$ cat src/rtl/axis_frame_decoder.sv
`default_nettype none
// +--------------------------------------------------------------------------+
// | axis_frame_decoder                                                       |
// | Decodes SYNC/CMD/ADDR/DATA/XOR byte frames into one wide command word.   |
// | Revision: 1.0                                                            |
// +--------------------------------------------------------------------------+
module axis_frame_decoder #(
    parameter int         DATA_BYTES = 4,
    parameter logic [7:0] SYNC       = 8'hA5,
    parameter int         TIMEOUT    = 133000
) (
    input  logic                    clock,
    input  logic                    resetn,
    input  logic [7:0]              idata,
    input  logic                    ivalid,
    output logic                    iready,
    output logic [7:0]              ocmd,
    output logic [7:0]              oaddr,
    output logic [8*DATA_BYTES-1:0] odata,
    output logic                    ovalid,
    input  logic                    oready,
    output logic                    error,
    output logic [7:0]              error_count
);

    localparam int IDX_W = (DATA_BYTES > 1) ? $clog2(DATA_BYTES) : 1;
    localparam int TW    = (TIMEOUT > 0) ? $clog2(TIMEOUT + 1) : 1;
    localparam logic [TW-1:0]    C_TMO_LIMIT = TW'((TIMEOUT > 0) ? TIMEOUT - 1 : 0);
    localparam logic [IDX_W-1:0] C_LAST_IDX  = IDX_W'(DATA_BYTES - 1);

    localparam logic [2:0] ST_HUNT  = 3'd0;
    localparam logic [2:0] ST_CMD   = 3'd1;
    localparam logic [2:0] ST_ADDR  = 3'd2;
    localparam logic [2:0] ST_DATA  = 3'd3;
    localparam logic [2:0] ST_CHECK = 3'd4;

    logic [2:0]              state_q, state_d;
    logic [IDX_W-1:0]        idx_q, idx_d;
    logic [7:0]              xor_q, xor_d;
    logic [7:0]              cmd_sh_q, cmd_sh_d;
    logic [7:0]              addr_sh_q, addr_sh_d;
    logic [8*DATA_BYTES-1:0] data_sh_q, data_sh_d;
    logic [7:0]              ocmd_q, ocmd_d;
    logic [7:0]              oaddr_q, oaddr_d;
    logic [8*DATA_BYTES-1:0] odata_q, odata_d;
    logic                    ovalid_q, ovalid_d;
    logic                    error_q, error_d;
    logic [7:0]              err_cnt_q, err_cnt_d;
    logic [TW-1:0]           tmo_q, tmo_d;
    logic                    w_accept;
    logic                    w_drop;

    // The checksum byte is held off only while the output register is occupied
    // and not draining, so a frame can load in the same cycle one leaves.
    assign iready   = !((state_q == ST_CHECK) && ovalid_q && !oready);
    assign w_accept = ivalid && iready;

    always_comb begin
        state_d   = state_q;
        idx_d     = idx_q;
        xor_d     = xor_q;
        cmd_sh_d  = cmd_sh_q;
        addr_sh_d = addr_sh_q;
        data_sh_d = data_sh_q;
        ocmd_d    = ocmd_q;
        oaddr_d   = oaddr_q;
        odata_d   = odata_q;
        ovalid_d  = ovalid_q && !oready;
        error_d   = 1'b0;
        err_cnt_d = err_cnt_q;
        tmo_d     = tmo_q;
        w_drop    = 1'b0;

        if (w_accept) begin
            tmo_d = '0;
            case (state_q)
                ST_HUNT: begin
                    if (idata == SYNC) begin
                        xor_d   = 8'h00;
                        state_d = ST_CMD;
                    end
                end
                ST_CMD: begin
                    cmd_sh_d = idata;
                    xor_d    = xor_q ^ idata;
                    state_d  = ST_ADDR;
                end
                ST_ADDR: begin
                    addr_sh_d = idata;
                    xor_d     = xor_q ^ idata;
                    idx_d     = '0;
                    state_d   = ST_DATA;
                end
                ST_DATA: begin
                    data_sh_d[{idx_q, 3'b000} +: 8] = idata;
                    xor_d = xor_q ^ idata;
                    if (idx_q == C_LAST_IDX) begin
                        state_d = ST_CHECK;
                    end else begin
                        idx_d = idx_q + IDX_W'(1);
                    end
                end
                ST_CHECK: begin
                    if (idata == xor_q) begin
                        ocmd_d   = cmd_sh_q;
                        oaddr_d  = addr_sh_q;
                        odata_d  = data_sh_q;
                        ovalid_d = 1'b1;
                    end else begin
                        w_drop = 1'b1;
                    end
                    state_d = ST_HUNT;
                end
                default: state_d = ST_HUNT;
            endcase
        end else if ((TIMEOUT != 0) && (state_q != ST_HUNT) && iready) begin
            if (tmo_q == C_TMO_LIMIT) begin
                w_drop  = 1'b1;
                tmo_d   = '0;
                state_d = ST_HUNT;
            end else begin
                tmo_d = tmo_q + TW'(1);
            end
        end

        if (w_drop) begin
            error_d = 1'b1;
            if (err_cnt_q != 8'hFF) begin
                err_cnt_d = err_cnt_q + 8'd1;
            end
        end
    end

    always_ff @(posedge clock or negedge resetn) begin
        if (!resetn) begin
            state_q   <= ST_HUNT;
            idx_q     <= '0;
            xor_q     <= 8'h00;
            cmd_sh_q  <= 8'h00;
            addr_sh_q <= 8'h00;
            data_sh_q <= '0;
            ocmd_q    <= 8'h00;
            oaddr_q   <= 8'h00;
            odata_q   <= '0;
            ovalid_q  <= 1'b0;
            error_q   <= 1'b0;
            err_cnt_q <= 8'h00;
            tmo_q     <= '0;
        end else begin
            state_q   <= state_d;
            idx_q     <= idx_d;
            xor_q     <= xor_d;
            cmd_sh_q  <= cmd_sh_d;
            addr_sh_q <= addr_sh_d;
            data_sh_q <= data_sh_d;
            ocmd_q    <= ocmd_d;
            oaddr_q   <= oaddr_d;
            odata_q   <= odata_d;
            ovalid_q  <= ovalid_d;
            error_q   <= error_d;
            err_cnt_q <= err_cnt_d;
            tmo_q     <= tmo_d;
        end
    end

    assign ocmd        = ocmd_q;
    assign oaddr       = oaddr_q;
    assign odata       = odata_q;
    assign ovalid      = ovalid_q;
    assign error       = error_q;
    assign error_count = err_cnt_q;

endmodule
`default_nettype wire
$ cat config.mk
export PLATFORM = sky130hd
export DESIGN_NAME = axis_frame_decoder
export DESIGN_NICKNAME = d
export VERILOG_FILES = /design/src/rtl/axis_frame_decoder.sv
export SDC_FILE = /design/constraint.sdc
export NUM_CORES = 1
export LEC_CHECK = 0
export ABC_AREA = 1
export CAP_MARGIN = 10
export CELL_PAD_IN_SITES_DETAIL_PLACEMENT = 0
export CELL_PAD_IN_SITES_GLOBAL_PLACEMENT = 1
export CORE_MARGIN = 2
export CORE_UTILIZATION = 38
export CTS_CLUSTER_SIZE = 16
export DETAILED_ROUTE_END_ITERATION = 16
export PLACE_DENSITY = 0.74
export SYNTH_ARGS = -nofsm -noshare
export SYNTH_HDL_FRONTEND = slang
export SYNTH_SLANG_ARGS = --single-unit
$ cat constraint.sdc
create_clock -name clock -period 1.8 [get_ports clock]
set_input_delay 0.45 -clock clock [delete_from_list [all_inputs] [get_ports clock]]
set_output_delay 0.45 -clock clock [all_outputs]
set_load 0.02 [all_outputs]
==> summary.md <==
| Metric | Value |
|---|---|
| Share of cells above drive strength 1 | 12.97% |
| DP HPWL | 10990 um |
| Most common cell in the netlist | nand2_1 |
| DR vias/cell | 4.762 |
| Slew @ Worst Pin | 0.7155 ns |
| Core ar. | 15940 um2 |
| Peak VDD IR | 0.6486 mV |
| Synth Flop Type | dfrtp_1 |
| Final setup violation count | 0 |
| IO buf count | 70 |
| Final hold violations | 0 |
| Final GP Congestion | 0.8762 |
| Chip height | 132.1 um |
| Register area | 3428 um2 |
| Multi-input gate area | 2346 um2 |
| Mapped Area | 6232 um2 |
| Number of synthesized register bits | 137 |
| IO Pins | 71 |
| Area Overhead vs Synth | 32.42% |
| Iteration-0 DRC Markers | 346 |
| Status | finished, final reports clean |
| Highest Signal Layer | met4 |
| Post-Layout Cell Count | 1095 |
| Slowest CP cell | clkdlybuf4s50_1 |
| Hold_sp | idata[0] |
| Crit-path cells | clkdlybuf4s50_1 -> nor2_1 -> nand3_2 -> buf_2 |
| Synth async-reset ratio | 100.0% |
| Total Wirelength | 14960 um |
| Vias in the first global route | 5169 |
| Netlist cell types | 28 |
| PD cells | 1221 nW/um2 |
| Placed cells | 1062 |
| Startpoint types | primary input |
| Critical Path RT | 1.35 ns |
| Routed Antenna Nets | 0 |
| Die Area | 17440 um2 |
| Worst Hold End | data_sh_q[0] |
| Syn Inst Count | 740 |
| Post-synth top area share | 55.01% |
| Syn nets | 760 |
| Die Width | 132.1 um |
| Maximum clock rate | 0.5643 GHz |
| Simple logic cell fraction of the synthesized area | 23.73% |
| H-Tree Depth | 4 |
| Complex-gate fraction of the synthesized area | 10.76% |
| Clock transition at path regs | 0.06 ns |
| Std-Cell Rows | 46 |
| Antenna Cells | 0 |
| P_leak | 4.231 nW |
| Largest net degree at the start of global routing | 66 |
| Synth Area in Adders | 1.606% |
| Seq/Total Area, Yosys | 55.01% |
| Initial Util | 39.09% |
| Via count | 5214 |
| Reg-to-Reg End | ovalid |
| Total GRT Usage | 18.04% |
| Max FO, Critical Path | 3 |
| Cts bufs inserted | 17 |
| Final worst path period share | 98.45% |
| R2r worst-path depth | 8 |
| Top area cells in the synthesized netlist | dfrtp_1 55%, nand2_1 11%, o21ai_0 7.5%, inv_1 5.9%, nand3_1 3.6% |
| TritonCTS sink count | 137 |
| Largest family of logic cells by synthesized area | simple AND/OR/NAND/NOR gates |
| Max Cap Violations | 0 |
| Unrepaired setup endpoints after global routing | true |
| EDFF count, synth | 0 |
| Clock buffer depth | 2 |
| Hold path cells | 3 |
| Hold crit path type | primary input to flip-flop |
| Max-slew violations | 0 |
| Syn_area_per_cell | 8.422 um2 |
| Dpl ws | -0.3591 ns |
| Clock Tree Root | clkbuf_16 |
| CP Capture Type | output pin |
| Post-synthesis xor/xnor area fraction | 0.8432% |
| Synth cell count leaders | 189 x nand2_1, 137 x dfrtp_1, 98 x inv_1, 94 x o21ai_0, 55 x nor2_1 |
| Met1 wire length | 6911 um |
| Met2 wire length | 7083 um |
| Area leader, netlist | dfrtp_1 |
| Largest stage delay on the critical path | 0.44 ns |
| DRT Pass-1 Iters | 5 |
| Minimum clock period | 1.772 ns |
| R2R Setup Slk | 0.14 ns |
| Final net count | 886 |
| Mux cell area share after synthesis | 0% |
| Residual DRC | 0 |
| Initial antenna violation count | 0 |
| Filler cells | 1536 |
| TritonCTS clock tree | done |
| DR WL/cell | 13.66 um |
| Clk_lat worst skew | 0.42 ns |
| CP arrival | 1.32 ns |
| Util after Layout | 51.77% |
| Clock Skew | 0.008311 ns |
| Worst setup margin | 0.02784 ns |
| Warnings, synthesis | 0 |
| First-pass GRT wire length | 25290 um |
| Worst slew margin | 51.98% |
| Remaining global-route overflow | 0 |
| Met3 Wirelength | 559 um |
| Reg2reg start | state_q[1] |
| WS Path Type | primary input to output pin |
## cells in the final DEF, fill, tap and decap left out, types with 3 or more instances in the layout
cell type and instances:
nand2_1 187, dfrtp_1 137, inv_1 98, o21ai_0 93, dlygate4sd2_1 58, nor2_1 53
buf_4 48, nand3_1 44, nand4_1 22, clkbuf_16 17, o21ai_1 15, nor3_1 14
buf_12 12, a21oi_1 8, o31ai_1 8, clkdlybuf4s50_1 7, nor2_4 6, ha_1 6
clkinv_2 5, xor2_1 4, nand3_2 3, bufinv_16 3, dlymetal6s2s_1 3
## report_power, final
| part | internal [mW] | switching [mW] |
|---|---|---|
| clock network | 2.21 | 1.30 |
| logic | 0.950 | 1.59 |
| registers | 3.72 | 0.314 |
## state kept, by name, summed over array words and instances, names as in the netlist
| name | cells |
|---|---|
| ocmd | 8 |
| state_q | 3 |
| idx_q | 2 |
| addr_sh_q | 8 |
| error | 1 |
| oaddr | 8 |
| ovalid | 1 |
| odata | 32 |
| error_count | 8 |
| xor_q | 8 |
| cmd_sh_q | 8 |
| data_sh_q | 32 |
| tmo_q | 18 |
## per-layer routing
metal	vias up	GRT usage, %
li1	2642	-
met4	0	8.031
met5	-	0
met3	27	3.537
met2	100	29.80
met1	2445	23.06
## area by class of cell
| class | count | share of cell area, % |
|---|---|---|
| well taps | 216 | 3.275 |
| clock buffers | 20 | 5.412 |
| multi-input cells | 480 | 28.43 |
| inverters | 99 | 4.503 |
| flip-flops and latches | 137 | 41.54 |
| repair buffers | 131 | 15.05 |
| clock inverters | 12 | 1.789 |
## worst max path at each step
stage | from | endpoint | slack [ns] | cells after the start
2_1_floorplan | idx_q[0] | data_sh_q[16] | 0.03 | 8
3_3_place_gp | oready | iready | -0.36 | 4
3_5_place_dp | oready | iready | -0.36 | 4
4_1_cts | oready | iready | 0.03 | 4
5_1_grt | oready | iready | -0.0008 | 4
6_report | oready | iready | 0.03 | 4
## stage by stage
stage          hold WS, ns  cell area, um2  setup TNS (ns)  total power [mW]
5_1_grt             0.4915            8253      -0.0007785             10.70
3_5_place_dp        0.3946            7680          -31.03             6.605
4_1_cts             0.4816            8207               0             10.14
6_report            0.4630            8253               0             10.08
2_1_floorplan       0.1544            6238               0             5.538
3_3_place_gp        0.3938            7680          -30.49             6.527
## worst max-delay path: cells and delay by family
family	cells	cell delay, ns
simple gates	2	0.24
buf+inv	2	0.62
## cell families after synthesis
family,count (synthesis)
xor gates and xnor gates,6
and+or+nand+nor,338
adders and majority gates,8
AOI/OAI and AO/OA,128
DFF,137
buffers and inverters,123
## repair_timing
item                       in CTS  in global routing
resized for setup              62                 15
pin swaps                       0                  0
setup endpoints to repair      59                 50
buffers inserted                0                  0
gates cloned                    0                  0
hold endpoints to repair       28                  0
hold buffers                    1                  0
Power figures use the tool's default switching activity.
